--- config.mk ---
export PLATFORM = sky130hd
export DESIGN_NAME = mem_rr_arbiter
export DESIGN_NICKNAME = d
export VERILOG_FILES = /design/src/rtl/mem_rr_arbiter.sv
export SDC_FILE = /design/constraint.sdc
export NUM_CORES = 1
export LEC_CHECK = 0
export ABC_AREA = 1
export BUFFER_PORTS_ARGS = -buffer_cell sky130_fd_sc_hd__buf_4
export CAP_MARGIN = 40
export CELL_PAD_IN_SITES_DETAIL_PLACEMENT = 0
export CELL_PAD_IN_SITES_GLOBAL_PLACEMENT = 2
export CORE_AREA = 2 2 152 229
export DETAILED_ROUTE_END_ITERATION = 8
export DIE_AREA = 0 0 154 231
export PLACE_DENSITY_LB_ADDON = 0.1
export SYNTH_ARGS = -nofsm -noshare
export SYNTH_HDL_FRONTEND = slang
export SYNTH_SLANG_ARGS = --single-unit
--- constraint.sdc ---
create_clock -name CLK -period 3.7 [get_ports CLK]
set_input_delay 0.185 -clock CLK [delete_from_list [all_inputs] [get_ports CLK]]
set_output_delay 0.185 -clock CLK [all_outputs]
set_load 0.02 [all_outputs]
--- src/rtl/mem_rr_arbiter.sv ---
// Round-robin arbiter sharing one memory port between two requesters: grant, one-cycle strobe, wait for MEMDONE.
// Optional WAIT-state timeout is built when MEM_TIMEOUT_EN is defined.
module mem_rr_arbiter #(
    parameter int WA      = 32,
    parameter int WD      = 32,
    parameter int TIMEOUT = 255
) (
    input  logic          CLK,
    input  logic          RST,
    input  logic          REQ0,
    input  logic          REQ1,
    input  logic          WE0,
    input  logic          WE1,
    input  logic [WA-1:0] ADDR0,
    input  logic [WA-1:0] ADDR1,
    input  logic [WD-1:0] WDATA0,
    input  logic [WD-1:0] WDATA1,
    output logic          ACK0,
    output logic          ACK1,
    output logic [WD-1:0] RDATA0,
    output logic [WD-1:0] RDATA1,
    output logic          ERR,
    output logic [WA-1:0] MEMA,
    output logic          MEMRE,
    output logic          MEMWE,
    output logic [WD-1:0] MEMD,
    input  logic [WD-1:0] MEMQ,
    input  logic          MEMBUSY,
    input  logic          MEMDONE,
    output logic [1:0]    o_dbg_state
);

    typedef enum logic [1:0] {
        S_IDLE  = 2'd0,
        S_ISSUE = 2'd1,
        S_WAIT  = 2'd2
    } state_t;

    if (TIMEOUT < 1) begin : g_bad_timeout
        $error("mem_rr_arbiter: TIMEOUT must be at least 1");
    end

    state_t        r_state;
    state_t        w_state_nxt;
    logic          r_last;
    logic          r_gsel;
    logic          r_we;
    logic [WA-1:0] r_addr;
    logic [WD-1:0] r_wdata;

    logic          w_grant_sel;
    logic          w_grant;
    logic          w_issue;
    logic          w_done;
    logic          w_tout;

    assign o_dbg_state = r_state;

    // On a tie the requester that did not win last time gets the port.
    assign w_grant_sel = (REQ0 && REQ1) ? ~r_last : REQ1;

`ifdef MEM_TIMEOUT_EN
    localparam int CW = (TIMEOUT > 255) ? 16 : 8;
    localparam logic [CW-1:0] TO_LAST = CW'(TIMEOUT - 1);
    logic [CW-1:0] r_cnt;

    always_ff @(posedge CLK) begin
        if (RST) begin
            r_cnt <= '0;
        end else if (w_issue) begin
            r_cnt <= '0;
        end else if (r_state == S_WAIT && !MEMDONE) begin
            r_cnt <= r_cnt + 1'b1;
        end
    end
`endif

    always_ff @(posedge CLK) begin
        if (RST) begin
            r_state <= S_IDLE;
        end else begin
            r_state <= w_state_nxt;
        end
    end

    always_comb begin
        w_state_nxt = r_state;
        case (r_state)
            S_IDLE:  if (REQ0 || REQ1) w_state_nxt = S_ISSUE;
            S_ISSUE: if (!MEMBUSY) w_state_nxt = S_WAIT;
            S_WAIT:  if (MEMDONE || w_tout) w_state_nxt = S_IDLE;
            default: w_state_nxt = S_IDLE;
        endcase
    end

    always_comb begin
        w_grant = (r_state == S_IDLE) && (REQ0 || REQ1);
        w_issue = (r_state == S_ISSUE) && !MEMBUSY;
        w_done  = (r_state == S_WAIT) && MEMDONE;
`ifdef MEM_TIMEOUT_EN
        // MEMDONE in the timeout cycle is a normal completion.
        w_tout  = (r_state == S_WAIT) && !MEMDONE && (r_cnt == TO_LAST);
`else
        w_tout  = 1'b0;
`endif
    end

    always_ff @(posedge CLK) begin
        if (RST) begin
            r_last  <= 1'b1;
            r_gsel  <= 1'b0;
            r_we    <= 1'b0;
            r_addr  <= '0;
            r_wdata <= '0;
            MEMA    <= '0;
            MEMD    <= '0;
            MEMRE   <= 1'b0;
            MEMWE   <= 1'b0;
            ACK0    <= 1'b0;
            ACK1    <= 1'b0;
            RDATA0  <= '0;
            RDATA1  <= '0;
            ERR     <= 1'b0;
        end else begin
            MEMRE <= 1'b0;
            MEMWE <= 1'b0;
            ACK0  <= 1'b0;
            ACK1  <= 1'b0;
            ERR   <= 1'b0;
            if (w_grant) begin
                r_gsel  <= w_grant_sel;
                r_we    <= w_grant_sel ? WE1 : WE0;
                r_addr  <= w_grant_sel ? ADDR1 : ADDR0;
                r_wdata <= w_grant_sel ? WDATA1 : WDATA0;
            end
            if (w_issue) begin
                MEMA  <= r_addr;
                MEMD  <= r_wdata;
                MEMWE <= r_we;
                MEMRE <= ~r_we;
            end
            if (w_done || w_tout) begin
                r_last <= r_gsel;
                ERR    <= w_tout;
                if (r_gsel) begin
                    ACK1 <= 1'b1;
                    if (!r_we) RDATA1 <= w_done ? MEMQ : '0;
                end else begin
                    ACK0 <= 1'b1;
                    if (!r_we) RDATA0 <= w_done ? MEMQ : '0;
                end
            end
        end
    end

endmodule

# After elaboration in Yosys (flattened, before gate mapping)
# Cells that the tools add are included.
[totals]
output_inout_bits = 135
regBits = 201
in_bits = 168
word_cells = 46
[op_classes]
n_reduce_logical = 12
n_mux = 10
n_bitwise = 5
n_eq_ne = 5
[ops]
columns = ["cell", "count"]
rows = [
  ["2-to-1 mux 32 bit", 2],
  ["AND reduction 3 bit", 3],
  ["2-to-1 mux 2 bit", 3],
  ["one-hot mux 2 bit (3 select lines)", 1],
  ["inverter 1 bit", 5],
  ["logical AND 1 bit", 4],
  ["2-to-1 mux 1 bit", 4],
  ["!= test 2 bit (second input constant)", 2],
  ["OR reduction 2 bit", 2],
  ["equality test 2 x 1 -> 1 bit (second input constant)", 1],
  ["equality test 2 bit (second input constant)", 1],
  ["logical NOT 2 bit", 1],
  ["!= test 2 x 1 -> 1 bit (second input constant)", 1],
  ["logical NOT 1 bit", 1],
  ["logical OR 1 bit", 1],
]

# Logic depth before layout (Yosys ltp)
# Gate-level depths: netlist of run 1.
[depth]
ltp_word = 4
mapped_depth = 8
mapped_depth_nobuf = 6

# Worst setup path before layout of run 1
# Ideal clock, no wire load.
[synth_path]
path_kind = "register to register"
start = "reg r_state[1] (netlist: o_dbg_state[1])"
end = "reg r_addr[0]"
required_time_ps = 3588
period_less_slack_ps = 1386
stages_incl_launch_ff = 8
arrival_time_ps = 1275
slack_ps = 2314
path_buffers = 2
setup_ps = 112
path_cell_list = "dfxtp_1 > nor2_1 > o21ai_2 > buf_2 > buf_2 > nand2_1 > nand2_1 > nor2_1"
[synth_between]
elab_chain_cells = 2
[synth_lines]
columns = ["item", "line_no", "source"]
rows = [
  ["from (decl)", "43", "state_t r_state;"],
  ["from (signal assigned)", "82", "r_state <= w_state_nxt;"],
  ["logical NOT 2 bit", "97", "w_grant = (r_state == S_IDLE) && (REQ0 || REQ1);"],
  ["logical AND 1 bit", "97", ""],
  ["to (signal assigned)", "133", "r_addr <= w_grant_sel ? ADDR1 : ADDR0;"],
  ["to (decl)", "48", "logic [WA-1:0] r_addr;"],
]
# Every way passes these cells.
# A chain may end at the register's enable or synchronous reset.

# Final worst setup path of run 1
[layout_path]
start = "reg r_state[1] (netlist: o_dbg_state[1])"
end = "reg r_wdata[1]"
[layout_between]
elab_chain_cells = 2
[layout_lines]
columns = ["item", "line_no", "source"]
rows = [
  ["logical NOT 2 bit", "97", ""],
  ["logical AND 1 bit", "97", ""],
  ["to (signal assigned)", "134", "r_wdata <= w_grant_sel ? WDATA1 : WDATA0;"],
  ["to (decl)", "49", "logic [WD-1:0] r_wdata;"],
]
# Every way passes these cells.

==> flow_metrics.tcl, run 1 <==
set metrics [dict create \
    fmax_mhz 411.6 \
    final_hold_viol_count 0 \
    vias 9260 \
    leakage_nw 7.175 \
    arrival_ns 2.84 \
    startpoint "o_dbg_state[1]" \
    syn_avg_cell_area_sq_um 6.190 \
    row_count 83 \
    rrSetupSlack_ns 1.27 \
    finClkSkew_ns 0.006791 \
    period_needed_ns 2.429 \
    yosysMostFrequentCell "nor2_1" \
    r2r_cells 8 \
    dieWidth_microns 154 \
    htreeDepth 1 \
    synth_ff_type "dfxtp_1" \
    crit_type "register to register" \
    drt_iter0_drc 344 \
    cp-end-kind "register" \
    gp_congestion 0.7453 \
    syn_inst 1447 \
    n_antenna_cell 0 \
    area_growth_pct 49.23 \
    avgRoutedWirePerCell_microns 13.38 \
    synth_cell_types 19 \
    crit_fanout 29 \
    cp_slowest_cell "dlygate4sd3_1" \
    ys_seq_area_frac 0.4492 \
    p_per_area_nw_per_um2 417.8 \
    grt_pass1_vias 8998 \
    cts_inserted_buffers 23 \
    synth_edf_count 0 \
    final_max_slew_viol_count 0 \
    finalSetupViolCount 0 \
    cts_setup_buffers 0 \
    cts_tree "done" \
    peakVddDrop_mv 0.2037 \
    async_flop_share 0 \
    min_path_type "primary input to register" \
    design.core.area_sq_um 33750 \
    fillers 3744 \
    synth_common_cells "426 x nor2_1, 364 x nand2_1, 229 x inv_1" \
    worstPathCellList "nor2_1 -> o21ai_4 -> inv_2 -> buf_4 -> nand2_1 -> nor2_1 -> dlygate4sd3_1 -> nor2_1" \
    antenna_found_initial 0 \
    r2r_start "o_dbg_state[1]" \
    wl_microns 30270 \
    status "finished clean" \
    nets 1993 \
    slew_headroom 0.4355 \
    setup.worst_path.end "r_wdata[1]" \
    synth_top_area_frac 0.4492 \
    cts_root_buf "clkbuf_16" \
    drcViolationCount 0 \
    setup_ws_ns 1.271 \
    die_h_microns 231 \
    netlist_top_cells_area "dfxtp_1 45%, nor2_1 18%, nand2_1 15%" \
    drive_above_1_share 0.1931 \
    path_clk_slew_ns 0.06 \
    min_period_over_period 0.6566 \
    yosys.area.top_type "dfxtp_1" \
    initial_core_util 0.2654 \
    grt_usage 0.1664 \
    grt_start_max_net_pins 109 \
    clkLatencyLatePin_ns 0.51 \
    path_common_cell "nor2_1" \
    worstMarginPinSlew_ns 0.8467 \
    clockBufferDepth 3 \
    cp-start-kind "register" \
    port-buffer-count 301 \
    crit_required_ns 4.11 \
    grt_pass1_wl_microns 47600 \
    finalSetupTns_ns 0 \
    pin_count 303 \
    via_per_inst 4.092 \
    r2r-end "r_wdata[1]" \
    cts_num_sinks 201 \
    p_total_mw 5.585 \
    synth_warnings 0 \
    synth_nets 1615 \
    drv_cap 0 \
    rsz0062_at_grt "false" \
    synth-seq-cells 201 \
    dp_slack_ns 1.705 \
    drt_pre_antenna_iters 4 \
    synth_area_sq_um 8957 \
    critPathMaxStageDelay_ns 0.56 \
    die_area_sq_um 35570 \
    overflow 0 \
    ant_nets 0 \
    hpwl_microns 19840 \
]
[stage by stage]
step	hold WS (ns)	std cells	utilization	area, sq um
after floorplan	0.2541	1447	-	8957
after global placement	0.4377	2107	0.3414	11520
after detailed placement	0.4368	2108	0.3420	11540
after CTS	0.0001797	2263	0.3960	13370
after global routing	0.02691	2263	0.3960	13370
final	0.02016	2263	0.3960	13370
[worst max-delay path, delay by kind of cell (launching register included)]
kind / cells / cell delay, ns
AO/OA/AOI/OAI: 1 / 0.09
flip-flops: 1 / 0.39
buffers and inverters: 3 / 1.36
AND/OR/NAND/NOR: 4 / 0.47
[cell usage in the layout (no fill, tap or decap)]
cell type	Yosys	layout
dfxtp_1	201	201
nor3_1	1	1
dlygate4sd3_1	0	117
inv_2	3	4
a21oi_1	2	2
buf_12	0	1
clkbuf_1	34	12
nand3_1	67	67
buf_4	6	317
conb_1	1	1
o21ai_4	0	1
nand4_1	2	2
inv_6	0	1
nand2_4	0	1
nand2_1	364	363
clkbuf_16	0	23
nor2_2	3	3
nor3_4	0	1
inv_1	229	227
clkinv_2	0	1
o21ai_1	9	9
nor2_1	426	426
clkbuf_8	0	2
o21ai_0	55	55
[worst min-delay path by stage]
| stage | from | depth (start not counted) | slack (ns) | endpoint |
|---|---|---|---|---|
| floorplan | RST | 1 | 0.25 | o_dbg_state[0] |
| global placement | RST | 2 | 0.44 | r_gsel |
| detailed placement | RST | 2 | 0.44 | o_dbg_state[0] |
| CTS | ADDR1[11] | 5 | 0.0002 | r_addr[11] |
| global route | WDATA1[25] | 5 | 0.03 | r_wdata[25] |
| finish | WDATA0[4] | 5 | 0.02 | r_wdata[4] |
[routing by layer]
| metal | vias to the layer above | track usage | wire (microns) |
|---|---|---|---|
| li1 | 4968 | - | - |
| met1 | 4035 | 0.1988 | 12860 |
| met2 | 219 | 0.2981 | 14930 |
| met3 | 38 | 0.03229 | 1683 |
| met4 | 0 | 0.05403 | 796 |
| met5 | - | 0 | 0 |
[sequential cells by signal, indices dropped and copies added, names as in the netlist]
signal / flops
r_gsel: 1
r_we: 1
ACK1: 1
MEMRE: 1
r_addr: 32
o_dbg_state: 2
MEMA: 32
MEMWE: 1
RDATA1: 32
r_last: 1
ACK0: 1
RDATA0: 32
r_wdata: 32
MEMD: 32
[final cells by class]
class | instances | area, sq um | area share
Tap cell | 425 | 531.8 | 0.03978
Multi-Input combinational cell | 932 | 3711 | 0.2776
Clock buffer | 37 | 648.1 | 0.04849
Inverter | 232 | 875.8 | 0.06552
Sequential cell | 201 | 4024 | 0.3010
Timing Repair Buffer | 435 | 3571 | 0.2672
Clock inverter | 1 | 5.005 | 0.0003744
[timing repair]
| item | 4_1_cts | 5_1_grt |
|---|---|---|
| resized for setup | 0 | 0 |
| hold endpoints to repair | 104 | 0 |
| endpoints found under the setup margin | 0 | 0 |
| hold buffers | 117 | 0 |
[cells by family (layout without fill, tap and decap cells)]
group / count (synthesis) / in the layout / synth area share
buf+inv: 314 / 705 / 0.1388
compound gates: 67 / 67 / 0.03785
other cells: 1 / 1 / 0.0004187
flops: 201 / 201 / 0.4492
simple gates: 864 / 864 / 0.3737
[where the power goes]
part	switching [mW]	leakage (nW)	internal (mW)	total (mW)
Clock	0.900	0.316	1.19	2.08
Combinational	0.604	5.21	0.491	1.09
Sequential	0.0845	1.65	2.32	2.41
Total	1.59	7.18	4.00	5.59
(Power assumes the default switching activity.)
==> inputs of run 2 (changes only) <==
--- a/config.mk
+++ b/config.mk
@@ -10,9 +10,9 @@
 export CAP_MARGIN = 40
 export CELL_PAD_IN_SITES_DETAIL_PLACEMENT = 0
 export CELL_PAD_IN_SITES_GLOBAL_PLACEMENT = 2
-export CORE_AREA = 2 2 152 229
+export CORE_AREA = 2 2 158 237
 export DETAILED_ROUTE_END_ITERATION = 8
-export DIE_AREA = 0 0 154 231
+export DIE_AREA = 0 0 160 239
 export PLACE_DENSITY_LB_ADDON = 0.1
 export SYNTH_ARGS = -nofsm -noshare
 export SYNTH_HDL_FRONTEND = slang
==> constraint.sdc (replaced) <==
create_clock -name CLK -period 2.5 [get_ports CLK]
set_input_delay 0.125 -clock CLK [delete_from_list [all_inputs] [get_ports CLK]]
set_output_delay 0.125 -clock CLK [all_outputs]
set_load 0.02 [all_outputs]
==> run 2 against run 1 <==
Effect of this change: total power up 59%; largest cell class is now buffers; hold slack got worse by 0.020 ns; non-clock buffer count up 51; global-route usage shrank 1.1 points; wire length decreased by 0.23%; clock-buffer cell count shrank 2; die area rose by 7.5%; register-to-register slack lost 0.94 ns; critical path type unchanged.
==> flow_metrics.tcl, run 2 (synthesized netlist as in run 1, its figures left out) <==
set metrics [dict create \
    dpl_cell_area_sq_um 11690 \
    die_h_microns 239 \
    path_clk_slew_ns 0.06 \
    cp-start-kind "register" \
    rrSetupSlack_ns 0.33 \
    place_inst 2169 \
    grt_start_max_net_pins 77 \
    hold-path-endpoint "r_addr[21]" \
    gp_congestion 0.7287 \
    slew_headroom 0.5330 \
    cts_setup_buffers 0 \
    final_util 0.3887 \
    status "finished clean" \
    min_period_over_period 0.8681 \
    fmax_mhz 460.8 \
    layout_common_cells "426 x nor2_1, 363 x nand2_1, 315 x buf_4" \
    drt_iter0_drc 369 \
    pin_count 303 \
    arrival_ns 2.58 \
    row_count 86 \
    antenna_found_initial 0 \
    final_hold_viol_count 0 \
    vias 9448 \
    n_antenna_cell 0 \
    cp-end-kind "register" \
    drv_cap 0 \
    stdcell_count 2376 \
    avgRoutedWirePerCell_microns 12.71 \
    finalSetupTns_ns 0 \
    drt_pre_antenna_iters 4 \
    rsz0062_at_grt "false" \
    fin_hold_ws_ns 0.0004738 \
    stdcell_area_sq_um 14140 \
    grt_usage 0.1552 \
    finalSetupViolCount 0 \
    ant_nets 0 \
    grt_pass1_vias 9307 \
    die_area_sq_um 38240 \
    cts_root_buf "clkbuf_16" \
    dieWidth_microns 160 \
    r2r_cells 7 \
    overflow 0 \
    crit_type "register to register" \
    cts_tree "done" \
    cts_num_sinks 201 \
    min_path_type "primary input to register" \
    final_max_slew_viol_count 0 \
    crit_required_ns 2.91 \
    grt_pass1_wl_microns 48070 \
    crit_fanout 48 \
    port-buffer-count 301 \
    drcViolationCount 0 \
    wl_microns 30200 \
    hold_depth 5 \
    htreeDepth 1 \
    worstHoldStart "ADDR1[21]" \
    drive_above_1_share 0.1934 \
    design.core.area_sq_um 36370 \
    p_per_area_nw_per_um2 627.0 \
    r2r_start "r_last" \
    cts_inserted_buffers 23 \
    ctsResizeCount 0 \
    peakVddDrop_mv 0.3359 \
    cts_hold_buffers 166 \
    via_per_inst 3.976 \
    r2r-end "r_wdata[4]" \
    clockBufferDepth 3 \
    worstMarginPinSlew_ns 0.7005 \
    clkLatencyLatePin_ns 0.52 \
    final_common_cell "nor2_1" \
    nets 2044 \
    period_needed_ns 2.170 \
    hpwl_microns 20100 \
    initial_core_util 0.2463 \
    finClkSkew_ns 0.008947 \
    leakage_nw 7.529 \
    area_growth_pct 57.82 \
]
run 2: final cells by class:
type / instances / area, sq um
clock inverters: 6 / 105.1
repair buffers: 486 / 4134
well taps: 484 / 605.6
inverters: 232 / 875.8
fillers: 4047 / 22230
flip-flops and latches: 201 / 4024
clock buffers: 35 / 680.7
multi-input cells: 932 / 3711
run 2: power breakdown:
part | internal, mW | switching [mW] | total (mW)
registers | 3.43 | 0.127 | 3.56
logic | 0.837 | 0.912 | 1.75
clock network | 2.18 | 1.37 | 3.55
run 2: per-stage QoR:
step                setup slack [ns]  power, mW
floorplan                      1.114      4.467
global placement              0.6036      5.111
detailed placement            0.7855      5.118
CTS                           0.2810      9.043
global route                  0.1865      9.366
finish                        0.3298      8.863
run 2: per-layer routing:
metal | track usage | share of wire | vias to the layer above
met4 | 0.03986 | 0.017 | 0
met5 | 0 | 0 | -
met2 | 0.2957 | 0.51 | 205
met1 | 0.1736 | 0.42 | 4151
li1 | - | - | 5064
met3 | 0.03383 | 0.056 | 28
run 2: how the worst max path moves through the flow:
| stage | slack [ns] | start | to |
|---|---|---|---|
| final | 0.33 | r_last | r_wdata[4] |
| after global routing | 0.19 | r_last | r_wdata[4] |
| after floorplan | 1.11 | o_dbg_state[1] | r_addr[0] |
| after CTS | 0.28 | r_last | r_wdata[4] |
| after global placement | 0.60 | o_dbg_state[1] | MEMA[29] |
| after detailed placement | 0.79 | r_last | r_wdata[4] |
run 2: worst max-delay path, cell delays in order (launching register included):
cell and delay, ns:
dfxtp_1 0.33, nand2_1 0.10, nand2_4 0.43, buf_4 0.36, nor2_1 0.06, nor2_1 0.16
dlygate4sd3_1 0.59, nor2_1 0.04
